[config.mk]
export PLATFORM = sky130hd
export DESIGN_NAME = motor_control_nch
export DESIGN_NICKNAME = d
export VERILOG_FILES = /design/src/rtl/motor_control_nch.sv
export SDC_FILE = /design/constraint.sdc
export NUM_CORES = 1
export LEC_CHECK = 0
export ABC_AREA = 1
export BUFFER_PORTS_ARGS = -buffer_cell sky130_fd_sc_hd__buf_2
export CAP_MARGIN = 20
export CORE_MARGIN = 4
export CORE_UTILIZATION = 60
export CTS_CLUSTER_SIZE = 8
export DETAILED_ROUTE_END_ITERATION = 16
export PLACE_DENSITY = 0.81
export SLEW_MARGIN = 20
export SYNTH_ARGS = -nofsm -noshare
export SYNTH_HDL_FRONTEND = slang
export SYNTH_SLANG_ARGS = --single-unit
[constraint.sdc]
create_clock -name clk -period 7.4 [get_ports clk]
set_input_delay 0.74 -clock clk [delete_from_list [all_inputs] [get_ports clk]]
set_output_delay 0.74 -clock clk [all_outputs]
set_load 0.02 [all_outputs]
[src/rtl/motor_control_nch.sv]
// ---------------------------------------------------------------------------
// motor_control_nch -- multi-channel motor duty / RPM setpoint controller
//
// A shared FSM (DISABLED / SOFT_START / RUN / SOFT_STOP) sequences NUM_CH
// identical channels. Each channel ramps its RPM setpoint toward
// base_rpm + clamped per-channel offset on clk_en_adc, and applies a signed
// duty correction on clk_en_tach. In SOFT_STOP both registers ramp to zero.
//
// Optional build macro: MOTOR_SLEW_LIMIT_EN
//   When defined, each duty correction is clamped to +/-MAX_DUTY_STEP before
//   it is applied. When undefined, the correction is applied unclamped.
//
// Ports
//   clk                clock, all logic on rising edge
//   reset              synchronous, active-high
//   clk_en_tach        duty-update strobe
//   clk_en_adc         setpoint-update strobe
//   en                 run request
//   duty_cycle_offset  NUM_CH x (PWM_RESOLUTION+1) signed duty corrections
//   base_rpm           common unsigned RPM target
//   rpm_offset         NUM_CH x (RPM_RESOLUTION+1) signed RPM offsets
//   duty_cycle         NUM_CH x PWM_RESOLUTION registered duty
//   rpm_setpoint       NUM_CH x RPM_RESOLUTION registered setpoint
//   state              00 DISABLED, 01 SOFT_START, 10 RUN, 11 SOFT_STOP
// ---------------------------------------------------------------------------

// Per-channel datapath: target computation, setpoint ramp, duty update.
module motor_ch #(
   parameter int PWM_RESOLUTION   = 16,
   parameter int RPM_RESOLUTION   = 16,
   parameter int MAX_RPM_OFFSET   = 50,
   parameter int RPM_RAMP_STEP    = 10,
   parameter int MAX_DUTY_STEP    = 256,
   parameter int DUTY_CYCLE_LIMIT = ((2**PWM_RESOLUTION-1)*3)/4
) (
   input  logic                      clk,
   input  logic                      reset,
   input  logic                      run_mode,   // SOFT_START or RUN
   input  logic                      stop_mode,  // SOFT_STOP
   input  logic                      dis_mode,   // DISABLED
   input  logic                      clk_en_tach,
   input  logic                      clk_en_adc,
   input  logic [PWM_RESOLUTION:0]   duty_offset,
   input  logic [RPM_RESOLUTION-1:0] base_rpm,
   input  logic [RPM_RESOLUTION:0]   rpm_offset,
   output logic [PWM_RESOLUTION-1:0] duty,
   output logic [RPM_RESOLUTION-1:0] setpoint,
   output logic                      at_target,
   output logic                      is_zero
);
   localparam int P = PWM_RESOLUTION;
   localparam int R = RPM_RESOLUTION;

   localparam logic signed [R:0]   ROFS_HI = (R+1)'(MAX_RPM_OFFSET);
   localparam logic signed [R:0]   ROFS_LO = -ROFS_HI;
   localparam logic [R-1:0]        RSTEP   = R'(RPM_RAMP_STEP);
   localparam logic [P-1:0]        DSTEP   = P'(MAX_DUTY_STEP);
   localparam logic signed [P+1:0] DLIM    = (P+2)'(DUTY_CYCLE_LIMIT);

   // ---------------- RPM target ----------------
   logic signed [R:0]   rpm_ofs_s;
   logic signed [R:0]   rpm_ofs_c;
   logic signed [R+1:0] rpm_sum;
   logic [R-1:0]        target;

   assign rpm_ofs_s = rpm_offset;

   always_comb begin
      rpm_ofs_c = rpm_ofs_s;
      if (rpm_ofs_s > ROFS_HI)
         rpm_ofs_c = ROFS_HI;
      else if (rpm_ofs_s < ROFS_LO)
         rpm_ofs_c = ROFS_LO;
   end

   // Two guard bits: MSB flags a negative sum, bit R flags overflow above
   // the unsigned range, so saturation needs no wide compares.
   assign rpm_sum = $signed({2'b00, base_rpm}) + (R+2)'(rpm_ofs_c);

   always_comb begin
      target = rpm_sum[R-1:0];
      if (rpm_sum[R+1])
         target = '0;
      else if (rpm_sum[R])
         target = '1;
   end

   // ---------------- setpoint ramp ----------------
   logic [R-1:0] sp_ramp;
   logic [R-1:0] sp_down;

   always_comb begin
      sp_ramp = setpoint;
      if (target > setpoint)
         sp_ramp = (target - setpoint > RSTEP) ? setpoint + RSTEP : target;
      else if (target < setpoint)
         sp_ramp = (setpoint - target > RSTEP) ? setpoint - RSTEP : target;
   end

   assign sp_down = (setpoint > RSTEP) ? setpoint - RSTEP : '0;

   // ---------------- duty update ----------------
   logic signed [P:0]   doff_s;
   logic signed [P:0]   eff_ofs;
   logic signed [P+1:0] duty_sum;
   logic [P-1:0]        duty_upd;
   logic [P-1:0]        duty_down;

   assign doff_s = duty_offset;

`ifdef MOTOR_SLEW_LIMIT_EN
   localparam logic signed [P:0] DOFS_HI = (P+1)'(MAX_DUTY_STEP);
   localparam logic signed [P:0] DOFS_LO = -DOFS_HI;

   always_comb begin
      eff_ofs = doff_s;
      if (doff_s > DOFS_HI)
         eff_ofs = DOFS_HI;
      else if (doff_s < DOFS_LO)
         eff_ofs = DOFS_LO;
   end
`else
   assign eff_ofs = doff_s;
`endif

   assign duty_sum = $signed({2'b00, duty}) + (P+2)'(eff_ofs);

   always_comb begin
      duty_upd = duty_sum[P-1:0];
      if (duty_sum[P+1])
         duty_upd = '0;
      else if (duty_sum > DLIM)
         duty_upd = DLIM[P-1:0];
   end

   assign duty_down = (duty > DSTEP) ? duty - DSTEP : '0;

   // ---------------- registers ----------------
   // Strobes are independent: both register sets may update in one cycle.
   always_ff @(posedge clk) begin
      if (reset || dis_mode) begin
         duty     <= '0;
         setpoint <= '0;
      end else begin
         if (clk_en_adc) begin
            if (run_mode)
               setpoint <= sp_ramp;
            else if (stop_mode)
               setpoint <= sp_down;
         end
         if (clk_en_tach) begin
            if (run_mode)
               duty <= duty_upd;
            else if (stop_mode)
               duty <= duty_down;
         end
      end
   end

   assign at_target = (setpoint == target);
   assign is_zero   = (setpoint == '0) && (duty == '0);
endmodule

// Top: shared sequencing FSM plus an array of channel datapaths.
module motor_control_nch #(
   parameter int NUM_CH           = 2,
   parameter int PWM_RESOLUTION   = 16,
   parameter int RPM_RESOLUTION   = 16,
   parameter int MAX_RPM_OFFSET   = 50,
   parameter int RPM_RAMP_STEP    = 10,
   parameter int MAX_DUTY_STEP    = 256,
   parameter int DUTY_CYCLE_LIMIT = ((2**PWM_RESOLUTION-1)*3)/4
) (
   input  logic                                 clk,
   input  logic                                 reset,
   input  logic                                 clk_en_tach,
   input  logic                                 clk_en_adc,
   input  logic                                 en,
   input  logic [NUM_CH*(PWM_RESOLUTION+1)-1:0] duty_cycle_offset,
   input  logic [RPM_RESOLUTION-1:0]            base_rpm,
   input  logic [NUM_CH*(RPM_RESOLUTION+1)-1:0] rpm_offset,
   output logic [NUM_CH*PWM_RESOLUTION-1:0]     duty_cycle,
   output logic [NUM_CH*RPM_RESOLUTION-1:0]     rpm_setpoint,
   output logic [1:0]                           state
);
   typedef enum logic [1:0] {
      DISABLED   = 2'b00,
      SOFT_START = 2'b01,
      RUN        = 2'b10,
      SOFT_STOP  = 2'b11
   } state_t;

   state_t state_q, state_d;

   logic [NUM_CH-1:0] at_target;
   logic [NUM_CH-1:0] is_zero;
   logic              run_mode, stop_mode, dis_mode;

   assign run_mode  = (state_q == SOFT_START) || (state_q == RUN);
   assign stop_mode = (state_q == SOFT_STOP);
   assign dis_mode  = (state_q == DISABLED);

   always_ff @(posedge clk) begin
      if (reset)
         state_q <= DISABLED;
      else
         state_q <= state_d;
   end

   // Completion checks look at registered values, so RUN / DISABLED are
   // entered the cycle after the last register reaches its final value.
   always_comb begin
      state_d = state_q;
      case (state_q)
         DISABLED:   if (en) state_d = SOFT_START;
         SOFT_START: begin
            if (!en)
               state_d = SOFT_STOP;
            else if (&at_target)
               state_d = RUN;
         end
         RUN:        if (!en) state_d = SOFT_STOP;
         SOFT_STOP: begin
            if (en)
               state_d = SOFT_START;
            else if (&is_zero)
               state_d = DISABLED;
         end
         default:    state_d = DISABLED;
      endcase
   end

   assign state = state_q;

   for (genvar i = 0; i < NUM_CH; i++) begin : g_ch
      motor_ch #(
         .PWM_RESOLUTION  (PWM_RESOLUTION),
         .RPM_RESOLUTION  (RPM_RESOLUTION),
         .MAX_RPM_OFFSET  (MAX_RPM_OFFSET),
         .RPM_RAMP_STEP   (RPM_RAMP_STEP),
         .MAX_DUTY_STEP   (MAX_DUTY_STEP),
         .DUTY_CYCLE_LIMIT(DUTY_CYCLE_LIMIT)
      ) u_ch (
         .clk        (clk),
         .reset      (reset),
         .run_mode   (run_mode),
         .stop_mode  (stop_mode),
         .dis_mode   (dis_mode),
         .clk_en_tach(clk_en_tach),
         .clk_en_adc (clk_en_adc),
         .duty_offset(duty_cycle_offset[i*(PWM_RESOLUTION+1) +: PWM_RESOLUTION+1]),
         .base_rpm   (base_rpm),
         .rpm_offset (rpm_offset[i*(RPM_RESOLUTION+1) +: RPM_RESOLUTION+1]),
         .duty       (duty_cycle[i*PWM_RESOLUTION +: PWM_RESOLUTION]),
         .setpoint   (rpm_setpoint[i*RPM_RESOLUTION +: RPM_RESOLUTION]),
         .at_target  (at_target[i]),
         .is_zero    (is_zero[i])
      );
   end
endmodule

* Yosys cells after proc, flatten, opt, wreduce, memory -nomap -nowiden
Index checks and enable logic that the tools add are counted.
Cells by class: add/sub/neg operators 14, order comparisons 18, equality and inequality tests 11, multiplexer cells 39, reduce and logical (&&, ||, !) cells 16
Operators by type and width (count):
- $mux 16 | 28
- $gt 16x4->1 const B | 6
- $add 17x17->18 | 4
- $mux 17 | 4
- $logic_not 16->1 | 4
- $sub 16x16->16 | 4
- $gt 18x17->1 const B | 2
- $gt 17x7->1 const B | 2
- $lt 17x7->1 const B | 2
- $add 16x4->16 const B | 2
- $eq 16x16->1 | 2
- $gt 16x16->1 | 2
- $gt 16x9->1 const B | 2
- $lt 16x16->1 | 2
- $sub 16x4->16 const B | 2
- $sub 16x9->16 const B | 2
- $mux 2 | 6
- $pmux 2 s4 | 1
- $ne 3x3->1 const B | 2
- $reduce_and 2->1 | 3
- $reduce_and 3->1 | 2
- $eq 2x2->1 const B | 2
- $ne 2x2->1 const B | 2
- $reduce_and 4->1 | 1
- 7 further kinds | 9
Word-level totals: register bits 66, logic and storage cells 103

* Longest topological paths before layout
depth in word-level cells 12, gate-level depth with buffers 47, depth with buffers taken out 44

* Modules after synthesis
From an unflattened synthesis, not the netlist that was laid out.
Unflattened totals: cells, all modules 2560, area, all modules 14052.2 um2
By module, submodules not included:
- motor_ch (g_ch[0].u_ch) | instances 1, cells each 1253, area an instance 6932.9 um2, sequential area each 640.6 um2
- motor_ch (g_ch[1].u_ch) | instances 1, cells each 1274, area an instance 6907.9 um2, sequential area each 640.6 um2
- motor_control_nch | instances 1, cells each 33, area an instance 211.5 um2, sequential area each 40.0 um2

* Least setup slack after synthesis
Ideal clock, no wire load.
path kind input to register, from in rpm_offset[20], to reg g_ch[1].u_ch.setpoint[6], setup time 0.070 ns, data arrival time 5.481 ns, slack 1.849 ns, stages on the path 35, cell sequence inv_1 o311ai_0 nand3_1 ha_1 inv_1 clkbuf_1 nand3_1 fa_1 nand2_1 nand3_1 nand3_1 nand2_1 nand2_1 nand2_1 nand2_1 nand2_1 o21ai_0 inv_1 fa_1 nand3_1 nand3_1 nand3_1 nand3_1 nand2_1 nand2_1 nor2_1 nand2_1 nor2_1 nand2_2 buf_6 nand2_1 nand3_1 nand2_1 nand2_1 a21oi_1
On the way: word-level cells in the longest chain between the ends 12, elaborated cells between the ends (all ways) 20
Ends and longest elaborated chain:
- start, declared | line 181 | input logic [NUM_CH*(RPM_RESOLUTION+1)-1:0] rpm_offset,
- $lt 17x7->1 | line 72 | else if (rpm_ofs_s < ROFS_LO)
- $mux 17 | line 72
- $mux 17 * | line 70 | if (rpm_ofs_s > ROFS_HI)
- $add 17x17->18 * | line 78 | assign rpm_sum = $signed({2'b00, base_rpm}) + (R+2)'(rpm_ofs_c);
- $mux 16 | line 84 | else if (rpm_sum[R])
- $mux 16 * | line 82 | if (rpm_sum[R+1])
- $sub 16x16->16 | line 97 | sp_ramp = (setpoint - target > RSTEP) ? setpoint - RSTEP : target;
- $gt 16x4->1 | line 97
- $mux 16 | line 97
- $mux 16 | line 96 | else if (target < setpoint)
- $mux 16 | line 94 | if (target > setpoint)
- $mux 16 | line 146 | if (run_mode)
- end signal, assigned | line 147 | setpoint <= sp_ramp;
- end signal, assigned | line 149 | setpoint <= sp_down;
- end, declared | line 47 | output logic [RPM_RESOLUTION-1:0] setpoint,
Every way passes the cells marked *; elsewhere a longest branch is shown, timed or not. The select of a mux whose other input is x is not followed. A chain may end at the register's enable or synchronous reset.

* Final worst setup path
from in rpm_offset[20], to reg g_ch[1].u_ch.setpoint[0]
The elaborated chain is that of the path after synthesis.

==> impl_metrics.csv <==
group,metric,value,unit
yosys,synth.distinct_cells,44,
yosys,synth.top_cell.area_share,22.6,%
clock_network,cts_tree,"built",
worst_setup_path,worstPathMaxFanout,17,
worst_hold_path,hold_path_depth,2,
status,status,"finished clean",
clock_network,clk_latency,0.35,ns
clock_network,cts_buffers,9,
yosys,avgSynthCellArea,5.40,µm²
worst_setup_path,r2r_slack,3.64,ns
yosys,synth_area,13800,µm²
worst_setup_path,crit_arrival,7.02,ns
cells_and_area,final_common_cell,"nand2_1",
worst_setup_path,rr_startpoint,"g_ch[1].u_ch.setpoint[7]$_SDFFE_PP0P_",
place,gp_congestion,1.01,
yosys,synth-edff-count,0,
worst_setup_path,critPathLaunch,"rpm_offset[20]",
routing,viasPerCell,5.62,
routing,wl,45300,µm
floorplan,dieArea,25500,µm²
pwr,peakVddDrop,0.000235,V
sta,fin_crit_sh,91.1,%
clock_network,h-tree-depth,3,
yosys,synthTopCellsByArea,"nand2_1 23%, ha_1 13%, inv_1 10%",
floorplan,die_x,160,µm
worst_setup_path,critPathMaxStageDelay,0.60,ns
worst_setup_path,ff2ff_path_depth,17,
worst_setup_path,worstSetupStartpointType,"input pin",
routing,wl_per_cell,15.3,µm
clock_network,cts_num_sinks,66,
cells_and_area,drive_gt1_share,9.04,%
yosys,synth_xor_area_share,6.74,%
worst_setup_path,slowest_stage,"o21ai_0",
routing,drt_iter0_drc,1592,
sta,maxSlewHeadroom,52.3,%
place,io_buffers,154,
worst_hold_path,hold_class,"reg2reg",
yosys,netlist_instances,2551,
yosys,ys_seq_elements,66,
cells_and_area,mostFrequentLayoutCells,"830 x nand2_1, 382 x inv_1, 258 x nand3_1",
floorplan,io-pin-count,155,
sta,rsz0062_at_grt,"no",
global_route,grtUsageMet1,42.9,%
routing,remaining_drc_errors,0,
global_route,grt_util_met3,3.83,%
floorplan,start_util,60.9,%
worst_setup_path,worstReg2RegEnd,"g_ch[1].u_ch.setpoint[0]$_SDFFE_PP0P_",
global_route,antenna_found_initial,1,
global_route,gr-usage-all-layers,33.8,%
floorplan,std_cell_rows,55,
yosys,ys.flop_type,"dfxtp_1",
pwr,leakagePower,8.74,nW
global_route,top_usage_layer,"met2",
yosys,synth_top_family_by_area,"simple AND/OR/NAND/NOR gates",
cells_and_area,syn2layout_area_growth,9.33,%
global_route,grt_use_met2,58.4,%
sta,hold_viol_final,0,
global_route,grt_max_degree,50,
pwr,power,4.53,mW
pwr,p_per_area,301,nW/µm²
clock_network,ctsResizeCount,0,
cells_and_area,fillers,2265,
routing,ant_nets,0,
worst_setup_path,crit_type,"in2reg",
global_route,grt_pass1_wl,73300,µm
floorplan,fp.dieH,160,µm
routing,vias,16700,
yosys,yosysWarnings,0,
global_route,grt_pass1_vias,15500,
routing,drt-pass1-iter-count,6,
yosys,yosys.area.top_type,"nand2_1",
yosys,synthArstFlopShare,0,%
yosys,muxShareOfSynthArea,0,%
clock_network,cts_setup_buffers,0,
floorplan,core-area,22600,µm²
clock_network,cts_hold_buf,0,
sta,finalClockSkew,0.0177,ns
sta,tightest_slew,0.708,ns
job,drv_cap,0,
worst_setup_path,crit_end,"g_ch[1].u_ch.setpoint[0]$_SDFFE_PP0P_",
sta,tns,0,ns
clock_network,root_buffer,"clkbuf_16",
sta,period_needed,6.74,ns
clock_network,clk_path_buf_depth,2,
sta,drv_slew,0,
cells_and_area,nets,2910,
global_route,overflow,0,
yosys,synth_compound_area_share,12.0,%
yosys,yosys.area_share.adder,13.9,%
clock_network,path_clk_slew,0.07,ns
yosys,synthSimpleGateAreaFrac,44.8,%
worst_setup_path,cpMostUsedCell,"nand2_1",
yosys,synth-seq-area-share,9.59,%
sta,setup_viol_count_final,0,
worst_setup_path,crit_path_end_kind,"flip-flop",
place,hpwl,37200,µm
worst_setup_path,crit_required,7.69,ns
sta,clock.fmax,0.148,GHz
yosys,syn-num-nets,2788,
## cells by family after synthesis
family / after synthesis
AO/OA/AOI/OAI: 314
XOR/XNOR: 106
adder cells (fa/ha/maj): 148
buffers and inverters: 458
flip-flops: 66
AND/OR/NAND/NOR: 1459
## sequential cells by signal (all words and copies together), names as in the netlist
name / cells
state: 2
g_ch.u_ch.duty: 32
g_ch.u_ch.setpoint: 32
## per-stage QoR
stage	util (%)	instance area [µm²]	setup WS [ns]	hold slack, ns	instances
finish	66.5	15100	0.662	0.504	2964
global route	66.5	15100	0.107	0.540	2964
CTS	66.4	15000	0.815	0.504	2962
detailed placement	65.1	14700	0.470	0.494	2946
global placement	65.1	14700	0.799	0.488	2946
floorplan	-	13800	1.85	0.568	2551
## report_power, final
group	total [mW]	internal [mW]	switching, mW
Combinational	3.51	1.11	2.40
Sequential	0.560	0.421	0.139
Clock	0.465	0.267	0.198
Total	4.53	1.80	2.73
## cell usage after synthesis (all sizes together), types with 2 or more instances
| library cell | n |
|---|---|
| nand3b | 5 |
| clkinv | 8 |
| nand2 | 846 |
| and3 | 3 |
| inv | 394 |
| and2 | 2 |
| nand4 | 38 |
| o21ai | 109 |
| o21bai | 9 |
| nor2 | 264 |
| xnor2 | 20 |
| a21o | 5 |
| or2 | 3 |
| nor3 | 32 |
| buf | 29 |
| a21oi | 168 |
| nand3 | 260 |
| a31oi | 13 |
| nor4 | 6 |
| o31ai | 4 |
| o311ai | 2 |
| xor2 | 86 |
| ha | 140 |
| fa | 8 |
| clkbuf | 27 |
| dfxtp | 66 |
## routing by layer
metal,up-vias,wire [µm],share of wire (%)
met5,-,0,0
met4,0,1790,4.0
met3,129,3140,6.9
met2,755,21300,47
met1,7431,19000,42
li1,8354,-,-
## critical path, delay by kind of cell
kind            cells  cell delay (ns)
fa+ha+maj           5             1.73
buf+inv             4             0.41
simple gates       26             3.16
compound gates      2             0.98
## worst min path at each step
stage / startpoint / to
2_1_floorplan: g_ch[0].u_ch.duty[0]$_SDFFE_PP0P_ / g_ch[0].u_ch.duty[0]$_SDFFE_PP0P_
3_3_place_gp: g_ch[0].u_ch.duty[7]$_SDFFE_PP0P_ / g_ch[0].u_ch.duty[7]$_SDFFE_PP0P_
3_5_place_dp: g_ch[0].u_ch.duty[7]$_SDFFE_PP0P_ / g_ch[0].u_ch.duty[7]$_SDFFE_PP0P_
4_1_cts: g_ch[0].u_ch.duty[7]$_SDFFE_PP0P_ / g_ch[0].u_ch.duty[7]$_SDFFE_PP0P_
5_1_grt: g_ch[0].u_ch.duty[0]$_SDFFE_PP0P_ / g_ch[0].u_ch.duty[0]$_SDFFE_PP0P_
6_report: g_ch[0].u_ch.duty[7]$_SDFFE_PP0P_ / g_ch[0].u_ch.duty[7]$_SDFFE_PP0P_
## cell type report
class / count / area [µm²] / share of cell area (%)
antenna: 1 / 2.50 / 0.0166
clock buffer: 9 / 225 / 1.49
clock inverter: 7 / 82.6 / 0.548
inverter: 402 / 1510 / 10.0
multi-input combinational: 2027 / 10700 / 70.9
sequential: 66 / 1320 / 8.77
tap: 285 / 357 / 2.37
timing repair buffer: 167 / 888 / 5.90
No activity file was read; power rests on OpenSTA's default activity.
